[src/rtl/calc_pkg.sv]
// ============================================================================
// Module   : calc_pkg
// Purpose  : Shared calculator number type and seven-segment constants.
// Revision : 1.0
// ============================================================================
`default_nettype none

package calc_pkg;

  localparam int NumDigits = 8;

  typedef struct packed {
    logic                          neg;
    logic [2:0]                    shift_amount;
    logic [NumDigits-1:0][3:0]     digits;
  } num_t;

  localparam logic [7:0] SegBlank = 8'h00;
  localparam logic [7:0] SegMinus = 8'h40;
  localparam logic [7:0] SegError = 8'h79;
  localparam int         DpBit    = 7;

  // Index n holds the {g,f,e,d,c,b,a} pattern for BCD digit n.
  localparam logic [9:0][6:0] SegDigits = {
    7'h6F, 7'h7F, 7'h07, 7'h7D, 7'h6D, 7'h66, 7'h4F, 7'h5B, 7'h06, 7'h3F
  };

endpackage

`default_nettype wire

[src/rtl/seven_seg_decoder.sv]
// ============================================================================
// Module   : seven_seg_decoder
// Purpose  : BCD to seven-segment pattern; non-BCD codes show 'E'.
// Revision : 1.0
// ============================================================================
`default_nettype none

module seven_seg_decoder
  import calc_pkg::*;
(
  input  logic [3:0] bcd,
  output logic [6:0] seg
);

  always_comb begin
    seg = SegError[6:0];
    if (bcd <= 4'd9) seg = SegDigits[bcd];
  end

endmodule

`default_nettype wire

[src/rtl/calc_screen_driver.sv]
// ============================================================================
// Module   : calc_screen_driver
// Purpose  : num_t to registered 8-digit segment image with blanking, dp, sign.
// Revision : 1.0
// ============================================================================
`default_nettype none

module calc_screen_driver
  import calc_pkg::*;
(
  input  logic                      clk_i,
  input  logic                      rst_i,
  input  num_t                      num_i,
  input  logic                      override_shift_amount_i,
  input  logic [2:0]                new_shift_amount_i,
  output logic [NumDigits-1:0][7:0] display_segments_o
);

  logic [2:0]                w_shift;
  logic [NumDigits-1:0][6:0] w_dec;
  logic [NumDigits-1:0]      w_digit_nz;
  logic [NumDigits-1:0]      w_nz_above;
  logic [NumDigits-1:0]      w_keep;
  logic                      w_sign;
  logic                      w_overflow;
  logic [NumDigits-1:0][7:0] w_next;

  // A known-zero select keeps an X replacement shift out of the datapath.
  assign w_shift = override_shift_amount_i ? new_shift_amount_i : num_i.shift_amount;

  generate
    for (genvar gi = 0; gi < NumDigits; gi++) begin : g_dec
      seven_seg_decoder u_dec (
        .bcd (num_i.digits[gi]),
        .seg (w_dec[gi])
      );
      assign w_digit_nz[gi] = |num_i.digits[gi];
    end
  endgenerate

  always_comb begin
    w_nz_above = '0;
    w_keep     = '0;
    for (int i = 0; i < NumDigits; i++) begin
      w_nz_above[i] = |(w_digit_nz >> i);
      w_keep[i]     = (i <= int'(w_shift)) || w_nz_above[i];
    end
    w_sign     = num_i.neg && w_nz_above[0];
    w_overflow = w_sign && w_keep[NumDigits-1];
  end

  // Kept digits form a contiguous run from index 0, so the sign sits just above it.
  always_comb begin
    w_next = '0;
    for (int i = 0; i < NumDigits; i++) begin
      w_next[i] = w_keep[i] ? {1'b0, w_dec[i]} : SegBlank;
      if (w_shift != 3'd0 && i == int'(w_shift)) w_next[i][DpBit] = 1'b1;
    end
    for (int i = 1; i < NumDigits; i++) begin
      if (w_sign && !w_keep[i] && w_keep[i-1]) w_next[i] = SegMinus;
    end
    if (w_overflow) begin
      for (int i = 0; i < NumDigits; i++) w_next[i] = SegMinus;
    end
  end

  always_ff @(posedge clk_i or posedge rst_i) begin
    if (rst_i) display_segments_o <= '0;
    else       display_segments_o <= w_next;
  end

endmodule

`default_nettype wire

[config.mk]
export PLATFORM = sky130hd
export DESIGN_NAME = calc_screen_driver
export DESIGN_NICKNAME = d
export VERILOG_FILES = /design/src/rtl/calc_pkg.sv /design/src/rtl/seven_seg_decoder.sv /design/src/rtl/calc_screen_driver.sv
export SDC_FILE = /design/constraint.sdc
export NUM_CORES = 1
export LEC_CHECK = 0
export ABC_AREA = 1
export ABC_CLOCK_PERIOD_IN_PS = 1800
export CAP_MARGIN = 30
export CORE_MARGIN = 3
export CORE_UTILIZATION = 40
export CTS_BUF_LIST = sky130_fd_sc_hd__clkbuf_8
export DETAILED_ROUTE_END_ITERATION = 8
export GPL_ROUTABILITY_DRIVEN = 1
export PLACE_DENSITY = 0.7
export SLEW_MARGIN = 20
export SYNTH_ARGS = -nofsm -noshare
export SYNTH_HDL_FRONTEND = slang
export SYNTH_SLANG_ARGS = --single-unit
[constraint.sdc]
create_clock -name clk_i -period 1.8 [get_ports clk_i]
set_input_delay 0.36 -clock clk_i [delete_from_list [all_inputs] [get_ports clk_i]]
set_output_delay 0.36 -clock clk_i [all_outputs]
set_load 0.03 [all_outputs]
==> results.py <==
metrics = {
    "synthesis": {
        "synth_edf_count": 0,
        "synth_flop_cell": "dfrtp_1",
        "synth_cell_types": 28,
        "ys_warn_count": 0,
        "synth.cell_area_um2": 4130,
        "synth_seq_area_share_pct": 38.2,
        "avgSynthCellArea_um2": 8.00,
        "ys_seq_elements": 63,
        "synthesis.nets": 613,
        "synthCells": 516,
        "async_flop_share_pct": 100,
    },
    "global_route": {
        "overflow": 0,
        "grt_pass1_wl_mm": 17.1,
        "grt_antenna_before_repair": 0,
        "grt_max_degree": 32,
        "gr-usage-all-layers_pct": 18.5,
        "grt_pass1_vias": 3881,
    },
    "timing": {
        "final-setup-viol-count": 0,
        "max_freq_ghz": 0.564,
        "fin_ws_ns": 0.0277,
        "final-hold-violation-count": 0,
        "slew_viol_final": 0,
        "finalCritPeriodShare_pct": 98.5,
        "period_needed_ns": 1.77,
    },
    "setup_path": {
        "cp.required_ns": 1.44,
        "slowest_stage": "clkdlybuf4s50_1",
        "max_stage_delay_ns": 0.68,
        "cp_num_buf_inv": 1,
        "critPathTopFamily": "buffers and inverters",
        "crit_arrival_ns": 1.41,
        "endpoint_kind": "output port",
        "crit_chain": "clkdlybuf4s50_1",
        "crit_fanout": 1,
        "worst-setup-path-type": "reg2out",
        "start_kind": "flop",
    },
    "clock_network": {
        "clockBufferDepth": 2,
        "cts_hold_buffers": 0,
        "cts_sinks": 63,
        "cts-htree-levels": 3,
        "cts_inserted_buffers": 9,
        "cts_tree": "built",
        "clockRootBuffer": "clkbuf_8",
        "clk_pin_slew_ns": 0.07,
    },
    "route": {
        "drtIter0Drc": 98,
        "dr.pass1.iters": 4,
        "finalWirelength_mm": 11.1,
        "drc": 0,
        "wl_per_cell_um": 12.8,
        "ant_nets": 0,
        "viasPerCell": 4.65,
        "via_count": 4023,
    },
    "finish": {
        "diodes": 0,
        "fin_nets": 825,
        "syn2layout_area_growth_pct": 59.6,
        "regMostFlops": "display_segments_o",
        "largest_reg_flops": 63,
        "reg_top3": "display_segments_o: 63 flops",
        "drive_gt1_share_pct": 29.7,
    },
    "place": {
        "post-place-ws_ns": -0.491,
        "port_buffers": 104,
        "dp_hpwl_mm": 8.25,
        "gp_congestion": 0.904,
    },
    "die": {
        "die-area_um2": 11600,
        "fp.dieW_um": 108,
        "num_rows": 36,
        "start_util_pct": 41.7,
        "die_y_um": 108,
        "io_pins": 106,
        "core_area_um2": 9910,
    },
    "min_path": {
        "min_path_type": "in2async",
    },
    "power_and_ir_drop": {
        "p_leak_nw": 3.66,
        "cellPowerDensity_nw_per_um2": 606,
        "power_w": 0.00399,
        "peakVddDrop_uv": 297,
    },
    "job": {
        "drv_cap": 0,
    },
    "run_status": {
        "status": "finished, final reports clean",
    },
}
==> synth_stat cells, drive strengths merged, types with 2 or more instances <==
library cell	number	area, µm²
dfrtp	63	1580
o211ai	12	90.1
nand3	55	298
nand3b	3	22.5
inv	99	372
a21oi	14	70.1
nor3	2	15.0
buf	7	71.3
nand2	93	389
ha	55	688
or2	16	100
o21ai	24	120
nor2	69	288
==> per-stage QoR <==
step                      TNS (ns)  hold WS (ns)  std cells  area, µm²  utilization [%]
after CTS                 -0.00197         0.357        851       6160             62.2
after global placement      -20.20         0.734        835       5960             60.2
after floorplan                  0         0.485        516       4130                -
after global routing        -0.102         0.371        866       6590             66.5
after detailed placement    -22.59         0.733        835       5960             60.2
final                            0         0.344        866       6590             66.5
==> layout make-up <==
class                   count  area [µm²]
multi-input cells         348        2320
inverters                  99         378
fillers                   810        3320
well taps                 133         166
repair buffers            207        1960
clock inverters             6        52.6
clock buffers              10         138
flip-flops and latches     63        1580
==> routing by layer <==
| layer | global-route usage, % | wire [µm] | up-vias |
|---|---|---|---|
| li1 | - | - | 2022 |
| met1 | 22.6 | 4780 | 1874 |
| met2 | 31.5 | 5530 | 109 |
| met3 | 3.72 | 576 | 18 |
| met4 | 7.94 | 184 | 0 |
| met5 | 0 | 0 | - |
==> kinds of logic (layout without fill, tap and decap cells) <==
family                   after synthesis  in the layout  synth area share (%)
flip-flops                            63             63                  38.2
other                                  1              1                0.0908
AND/OR/NAND/NOR                      238            239                  26.9
buffers and inverters                106            322                  10.7
adder cells (fa/ha/maj)               55             55                  16.7
AO/OA/AOI/OAI                         53             53                  7.37
==> worst paths after layout <==
path	from	endpoint	slack (ns)	cells past startpoint
hold / removal	rst_i	display_segments_o[46]	0.34	2
setup / recovery	display_segments_o[58]	display_segments_o[58]	0.03	1
min in group clk_i	num_i[1]	display_segments_o[6]	0.43	4
max in group asynchronous	rst_i	display_segments_o[37]	0.89	3
==> layout by cell type (no fill, tap or decap), types with 2 or more instances in the layout <==
| master | instances |
|---|---|
| buf_4 | 94 |
| clkdlybuf4s50_1 | 85 |
| nand2_1 | 72 |
| inv_1 | 70 |
| dfrtp_1 | 63 |
| nand3_1 | 51 |
| nor2_1 | 50 |
| ha_1 | 47 |
| inv_2 | 29 |
| o21ai_0 | 23 |
| dlymetal6s2s_1 | 19 |
| or2_2 | 16 |
| nand2_2 | 14 |
| nor2_2 | 14 |
| a21oi_1 | 14 |
| o211ai_1 | 12 |
| clkbuf_8 | 10 |
| nand2_4 | 7 |
| ha_4 | 6 |
| nor2_4 | 4 |
| nand3_4 | 3 |
| nand3b_1 | 3 |
| clkinv_2 | 3 |
| clkbuf_16 | 3 |
| buf_6 | 3 |
| nand3_2 | 2 |
| ha_2 | 2 |
| buf_12 | 2 |
==> timing repair <==
action,CTS,global route
pin swaps,0,12
cloned,0,5
setup buffers,0,10
gates resized for setup,3,89
endpoints found under the setup margin,18,66
==> power by group <==
part / internal, W / switching, W / total (W) / leakage, nW
Combinational: 0.000564 / 0.000679 / 0.00124 / 2.78
Clock: 0.000659 / 0.000538 / 0.00120 / 0.108
Sequential: 0.00152 / 0.0000335 / 0.00155 / 0.769
Total: 0.00274 / 0.00125 / 0.00399 / 3.66
Power figures use the tool's default switching activity.
